### src/rtl/comm_master.sv
// UART command master: sends a 3-byte command packet (cmd, data[15:8], data[7:0])
// on TX and captures single response bytes arriving on RX.
module comm_master #(
  parameter int BAUD_DIV = 2604
) (
  input  logic        clk,
  input  logic        rst_n,
  input  logic        snd_cmd,
  input  logic [7:0]  cmd,
  input  logic [15:0] data,
  output logic        TX,
  input  logic        RX,
  output logic        cmd_cmplt,
  output logic        busy,
  output logic [7:0]  resp,
  output logic        resp_rdy,
  input  logic        clr_resp_rdy
);

  localparam int            CW      = $clog2(BAUD_DIV) + 1;
  localparam logic [CW-1:0] BaudMax = CW'(BAUD_DIV - 1);
  localparam logic [CW-1:0] HalfMax = CW'(BAUD_DIV / 2 - 1);

  typedef enum logic [1:0] {StIdle, StCmd, StHigh, StLow} tx_state_e;
  typedef enum logic [1:0] {RxIdle, RxStart, RxData, RxStop} rx_state_e;

  // ---------------------------------------------------------------- transmit
  tx_state_e     r_tx_state;
  logic [23:0]   r_hold;
  logic [CW-1:0] r_tx_cnt;
  logic [3:0]    r_tx_bit;
  logic          r_tx;
  logic          r_busy;
  logic          r_cmplt;
  logic [7:0]    w_tx_byte;
  logic          w_accept;
  logic          w_bit_end;

  assign w_accept  = (r_tx_state == StIdle) && snd_cmd;
  assign w_bit_end = (r_tx_cnt == BaudMax);

  always_comb begin
    case (r_tx_state)
      StHigh:  w_tx_byte = r_hold[15:8];
      StLow:   w_tx_byte = r_hold[7:0];
      default: w_tx_byte = r_hold[23:16];
    endcase
  end

  // r_tx_bit names the bit currently on the line: 0 start, 1..8 data, 9 stop.
  always_ff @(posedge clk or negedge rst_n) begin
    if (!rst_n) begin
      r_tx_state <= StIdle;
      r_hold     <= '0;
      r_tx_cnt   <= '0;
      r_tx_bit   <= '0;
      r_tx       <= 1'b1;
      r_busy     <= 1'b0;
      r_cmplt    <= 1'b0;
    end else begin
      case (r_tx_state)
        StIdle: begin
          if (snd_cmd) begin
            r_hold     <= {cmd, data};
            r_cmplt    <= 1'b0;
            r_busy     <= 1'b1;
            r_tx       <= 1'b0;
            r_tx_cnt   <= '0;
            r_tx_bit   <= '0;
            r_tx_state <= StCmd;
          end
        end
        default: begin
          if (!w_bit_end) begin
            r_tx_cnt <= r_tx_cnt + 1'b1;
          end else begin
            r_tx_cnt <= '0;
            if (r_tx_bit != 4'd9) begin
              r_tx_bit <= r_tx_bit + 1'b1;
              r_tx     <= (r_tx_bit == 4'd8) ? 1'b1 : w_tx_byte[r_tx_bit[2:0]];
            end else begin
              r_tx_bit <= '0;
              if (r_tx_state == StLow) begin
                r_tx_state <= StIdle;
                r_tx       <= 1'b1;
                r_busy     <= 1'b0;
                r_cmplt    <= 1'b1;
              end else begin
                // Next start bit immediately, no idle gap between frames.
                r_tx       <= 1'b0;
                r_tx_state <= (r_tx_state == StCmd) ? StHigh : StLow;
              end
            end
          end
        end
      endcase
    end
  end

  assign TX        = r_tx;
  assign busy      = r_busy;
  assign cmd_cmplt = r_cmplt;

  // ----------------------------------------------------------------- receive
  logic          r_rx_meta;
  logic          r_rx_sync;
  logic          r_rx_prev;
  rx_state_e     r_rx_state;
  logic [CW-1:0] r_rx_cnt;
  logic [2:0]    r_rx_bit;
  logic [7:0]    r_rx_shift;
  logic [7:0]    r_resp;
  logic          r_resp_rdy;
  logic          w_rx_fall;
  logic          w_rx_load;

  always_ff @(posedge clk or negedge rst_n) begin
    if (!rst_n) begin
      r_rx_meta <= 1'b1;
      r_rx_sync <= 1'b1;
      r_rx_prev <= 1'b1;
    end else begin
      r_rx_meta <= RX;
      r_rx_sync <= r_rx_meta;
      r_rx_prev <= r_rx_sync;
    end
  end

  assign w_rx_fall = r_rx_prev & ~r_rx_sync;
  assign w_rx_load = (r_rx_state == RxStop) && (r_rx_cnt == BaudMax) && r_rx_sync;

  always_ff @(posedge clk or negedge rst_n) begin
    if (!rst_n) begin
      r_rx_state <= RxIdle;
      r_rx_cnt   <= '0;
      r_rx_bit   <= '0;
      r_rx_shift <= '0;
      r_resp     <= 8'h00;
      r_resp_rdy <= 1'b0;
    end else begin
      case (r_rx_state)
        RxIdle: begin
          if (w_rx_fall) begin
            r_rx_cnt   <= '0;
            r_rx_state <= RxStart;
          end
        end
        RxStart: begin
          if (r_rx_cnt == HalfMax) begin
            r_rx_cnt   <= '0;
            r_rx_bit   <= '0;
            r_rx_state <= r_rx_sync ? RxIdle : RxData;
          end else begin
            r_rx_cnt <= r_rx_cnt + 1'b1;
          end
        end
        RxData: begin
          if (r_rx_cnt == BaudMax) begin
            r_rx_cnt   <= '0;
            r_rx_shift <= {r_rx_sync, r_rx_shift[7:1]};
            r_rx_bit   <= r_rx_bit + 1'b1;
            if (r_rx_bit == 3'd7) r_rx_state <= RxStop;
          end else begin
            r_rx_cnt <= r_rx_cnt + 1'b1;
          end
        end
        default: begin
          if (r_rx_cnt == BaudMax) begin
            r_rx_cnt   <= '0;
            r_rx_state <= RxIdle;
          end else begin
            r_rx_cnt <= r_rx_cnt + 1'b1;
          end
        end
      endcase

      // A response landing on the same edge as a clear wins.
      if (w_rx_load) begin
        r_resp     <= r_rx_shift;
        r_resp_rdy <= 1'b1;
      end else if (clr_resp_rdy || w_accept) begin
        r_resp_rdy <= 1'b0;
      end
    end
  end

  assign resp     = r_resp;
  assign resp_rdy = r_resp_rdy;

endmodule
### config.mk
export PLATFORM = sky130hd
export DESIGN_NAME = comm_master
export DESIGN_NICKNAME = d
export VERILOG_FILES = /design/src/rtl/comm_master.sv
export SDC_FILE = /design/constraint.sdc
export NUM_CORES = 1
export LEC_CHECK = 0
export BUFFER_PORTS_ARGS = -buffer_cell sky130_fd_sc_hd__buf_2
export CORE_MARGIN = 4
export CORE_UTILIZATION = 40
export DETAILED_ROUTE_END_ITERATION = 8
export SLEW_MARGIN = 20
export SYNTH_ARGS = -nofsm -noshare
export SYNTH_HDL_FRONTEND = slang
export SYNTH_SLANG_ARGS = --single-unit
### constraint.sdc
create_clock -name clk -period 2.46 [get_ports clk]
set_clock_uncertainty 0.2 [all_clocks]
set_input_delay 0.369 -clock clk [delete_from_list [all_inputs] [get_ports clk]]
set_output_delay 0.369 -clock clk [all_outputs]
set_load 0.005 [all_outputs]
==> flow_summary.toml <==
[cts]
clk_pin_slew_ps = 90
cts_sinks = 84
root_buffer = "clkbuf_8"
ctsResizeCount = 0
cts_buffer_depth = 2
clk_latency_ps = 350
cts_buffers = 9
cts_tree = "built"
htreeDepth = 3

[floorplanning]
rows = 36
die_y_um = 108
start_util = 0.411
io_pins = 41
fp.dieW_um = 108
die_area_um2 = 11800
design.core.area_um2 = 9820

[critical_path]
cp_max_fo = 8
end_kind = "register"
worstPathArrival_ps = 2400
cp.required_ps = 2500
worstSetupStartpointType = "register"
critical_path_class = "reg -> reg"

[final_layout]
drive_above_1_share = 0.300
area_growth_pct = 15.2
postLayoutCellArea_um2 = 4650
nets = 440
post-route-util = 0.473
final_cell_count_no_fill = 540
n_antenna_cell = 0

[timing]
finalCritPeriodShare = 0.958
finalHoldViolCount = 0
setup_ws_ps = 103
clock.fmax_mhz = 424
rsz0062_at_grt = "false"
finalSetupViolCount = 0
relSlewSlack = 0.507
finalCriticalPeriod_ps = 2360
finalMaxSlewViolations = 0
worst_pin_slew_ps = 733
fin_tns_setup_ps = 0

[logic_synthesis]
yosysWarningCount = 0
seq_area_frac_synth = 0.522
syn_nets = 390
synth_cell_types = 56
synth_flop_cell = "dfrtp_1"
ys_ff_latch = 84
async_flop_share = 1.00
syn_avg_cell_area_um2 = 11.5
syn_area_um2 = 4030
synth-edff-count = 0
synthCells = 352

[place]
gp_congestion = 0.800
dpl.cell_count = 521
pre_cts_ws_ps = 56.8
port_buffers = 40
placed_area_um2 = 4420
dp_hpwl_um = 5610

[routing]
via_per_inst = 5.28
finalWirelength_um = 7900
via_count = 2850
routedWlPerCell_um = 14.6
drtAntennaViolNets = 0
drc = 0
drt_iter0_drc = 98
drtPass1Iterations = 4

[global_routing]
grt_use_met2 = 0.241
gr-total-overflow = 0
grt_start_max_net_pins = 40
grt_use_total = 0.144
grtUsageMet3 = 0.0364
grt_pass1_vias = 2794
grt_pass1_wl_um = 13400
grt_busiest_layer = "met2"
antenna_found_initial = 0
met1_usage = 0.182

[pwr]
pwr-share-comb = 0.095
clkPwrFrac = 0.355
seq_power_share = 0.550
p_sw_uw = 731
cellPowerDensity_nw_per_um2 = 570
internal_power_uw = 1920
vdd_drop_max_mv = 0.307
switching_share = 0.276
power.static_leakage_uw = 0.00213

[hold_path]
min_path_type = "in -> reg"

[status]
status = "complete, no violations"

[run]
maxCapViolations = 0
==> path summary, 6_finish.rpt <==
path                       slack [ps]  cells past startpoint            end           from
max reg2reg                       100                      6  r_tx_state[1]  r_tx_state[1]
max                               100                      6  r_tx_state[1]  r_tx_state[1]
min reg2reg                       160                      0      r_rx_sync      r_rx_meta
min in group asynchronous         330                      2    r_tx_cnt[4]          rst_n
min                                40                      2     r_hold[11]       data[11]
max in group asynchronous        1030                      3      r_rx_prev          rst_n
==> power by group through the flow <==
stage / combinational (µW) / clock (µW) / sequential (µW)
2_1_floorplan: 150 / 0 / 1470
6_report: 252 / 941 / 1460
4_1_cts: 260 / 988 / 1460
3_3_place_gp: 250 / 0 / 1480
5_1_grt: 293 / 1050 / 1460
3_5_place_dp: 256 / 0 / 1480
==> worst max-delay path, stage by stage, from the launching register on <==
cell	delay [ps]
dfrtp_1	420
inv_1	70
ha_1	280
buf_4	200
nand2_1	70
a21boi_0	610
mux2_2	400
==> metal layers <==
metal  routed length, µm  vias to the layer above  part of all wire
met5                   0                        -                 0
met4                 100                        0             0.013
met3                 247                       10             0.031
met2                3910                       42              0.49
met1                3650                     1419              0.46
li1                    -                     1379                 -
==> kinds of logic after synthesis <==
logic type | synth area share
buffers and inverters | 0.0267
DFF | 0.522
muxes | 0.125
adders and majority gates | 0.0279
AOI/OAI and AO/OA | 0.112
and+or+nand+nor | 0.155
xor gates and xnor gates | 0.0304
==> placed cells by master, fill, tap and decap left out, types with 5 or more instances in the layout <==
master	Yosys	layout
ha_1	9	9
o22ai_1	6	6
xnor2_1	8	8
buf_4	0	9
xor2_1	6	6
buf_2	5	39
inv_1	12	12
dfrtp_1	80	80
clkbuf_8	0	9
inv_6	0	5
nor2b_1	7	7
mux2_2	44	44
nand3_1	13	13
nand4_1	7	7
o21ai_0	21	21
nand2_1	32	32
nor3_1	5	5
nor2_1	24	24
==> synthesized netlist by cell type, types with 2 or more instances <==
cell type   n  area, µm²
nor2_1     24       90.1
xnor2_1     8       70.1
o22ai_1     6       37.5
nand4_1     7       43.8
a21oi_1     3       15.0
clkbuf_1    7       26.3
dfstp_2     4        105
o21ai_0    21        105
o211ai_1    2       15.0
dfrtp_1    80       2000
nand4bb_4   2       55.1
nand2_1    32        120
o31ai_1     4       30.0
nor3b_1     3       22.5
nor4_1      2       12.5
nor3_1      5       25.0
a22oi_1     2       15.0
a211oi_1    3       22.5
nor2b_1     7       43.8
ha_1        9        113
o41ai_1     4       35.0
nand3_1    13       65.1
a31oi_1     3       18.8
nor4bb_1    2       20.0
mux2_2     44        495
inv_1      12       45.0
buf_2       5       25.0
nand3b_1    2       15.0
a22o_1      4       35.0
xor2_1      6       52.6
==> timing repair <==
| action | CTS | global route |
|---|---|---|
| hold endpoints to repair | 37 | 0 |
| hold buffers | 2 | 0 |
| setup endpoints to repair | 0 | 7 |
| setup buffers | 0 | 1 |
==> flip-flops by register name, indices dropped and copies added (netlist names) <==
| register | flops |
|---|---|
| TX | 1 |
| busy | 1 |
| cmd_cmplt | 1 |
| r_hold | 24 |
| r_rx_bit | 3 |
| r_rx_cnt | 13 |
| r_rx_meta | 1 |
| r_rx_prev | 1 |
| r_rx_shift | 8 |
| r_rx_state | 2 |
| r_rx_sync | 1 |
| r_tx_bit | 4 |
| r_tx_cnt | 13 |
| r_tx_state | 2 |
| resp | 8 |
| resp_rdy | 1 |
==> stage by stage <==
step                hold slack [ps]  power, µW
floorplan                      -127       1620
global placement                147       1730
detailed placement              149       1740
CTS                            22.1       2700
global route                   16.2       2800
finish                         38.6       2650
==> cell type report <==
cell class | count | area (µm²)
clock buffers | 9 | 124
clock inverters | 7 | 62.6
fillers | 944 | 5170
inverters | 12 | 45.0
multi-input cells | 243 | 1820
flip-flops and latches | 84 | 2110
well taps | 133 | 166
repair buffers | 52 | 323
No activity file was read; power rests on OpenSTA's default activity.
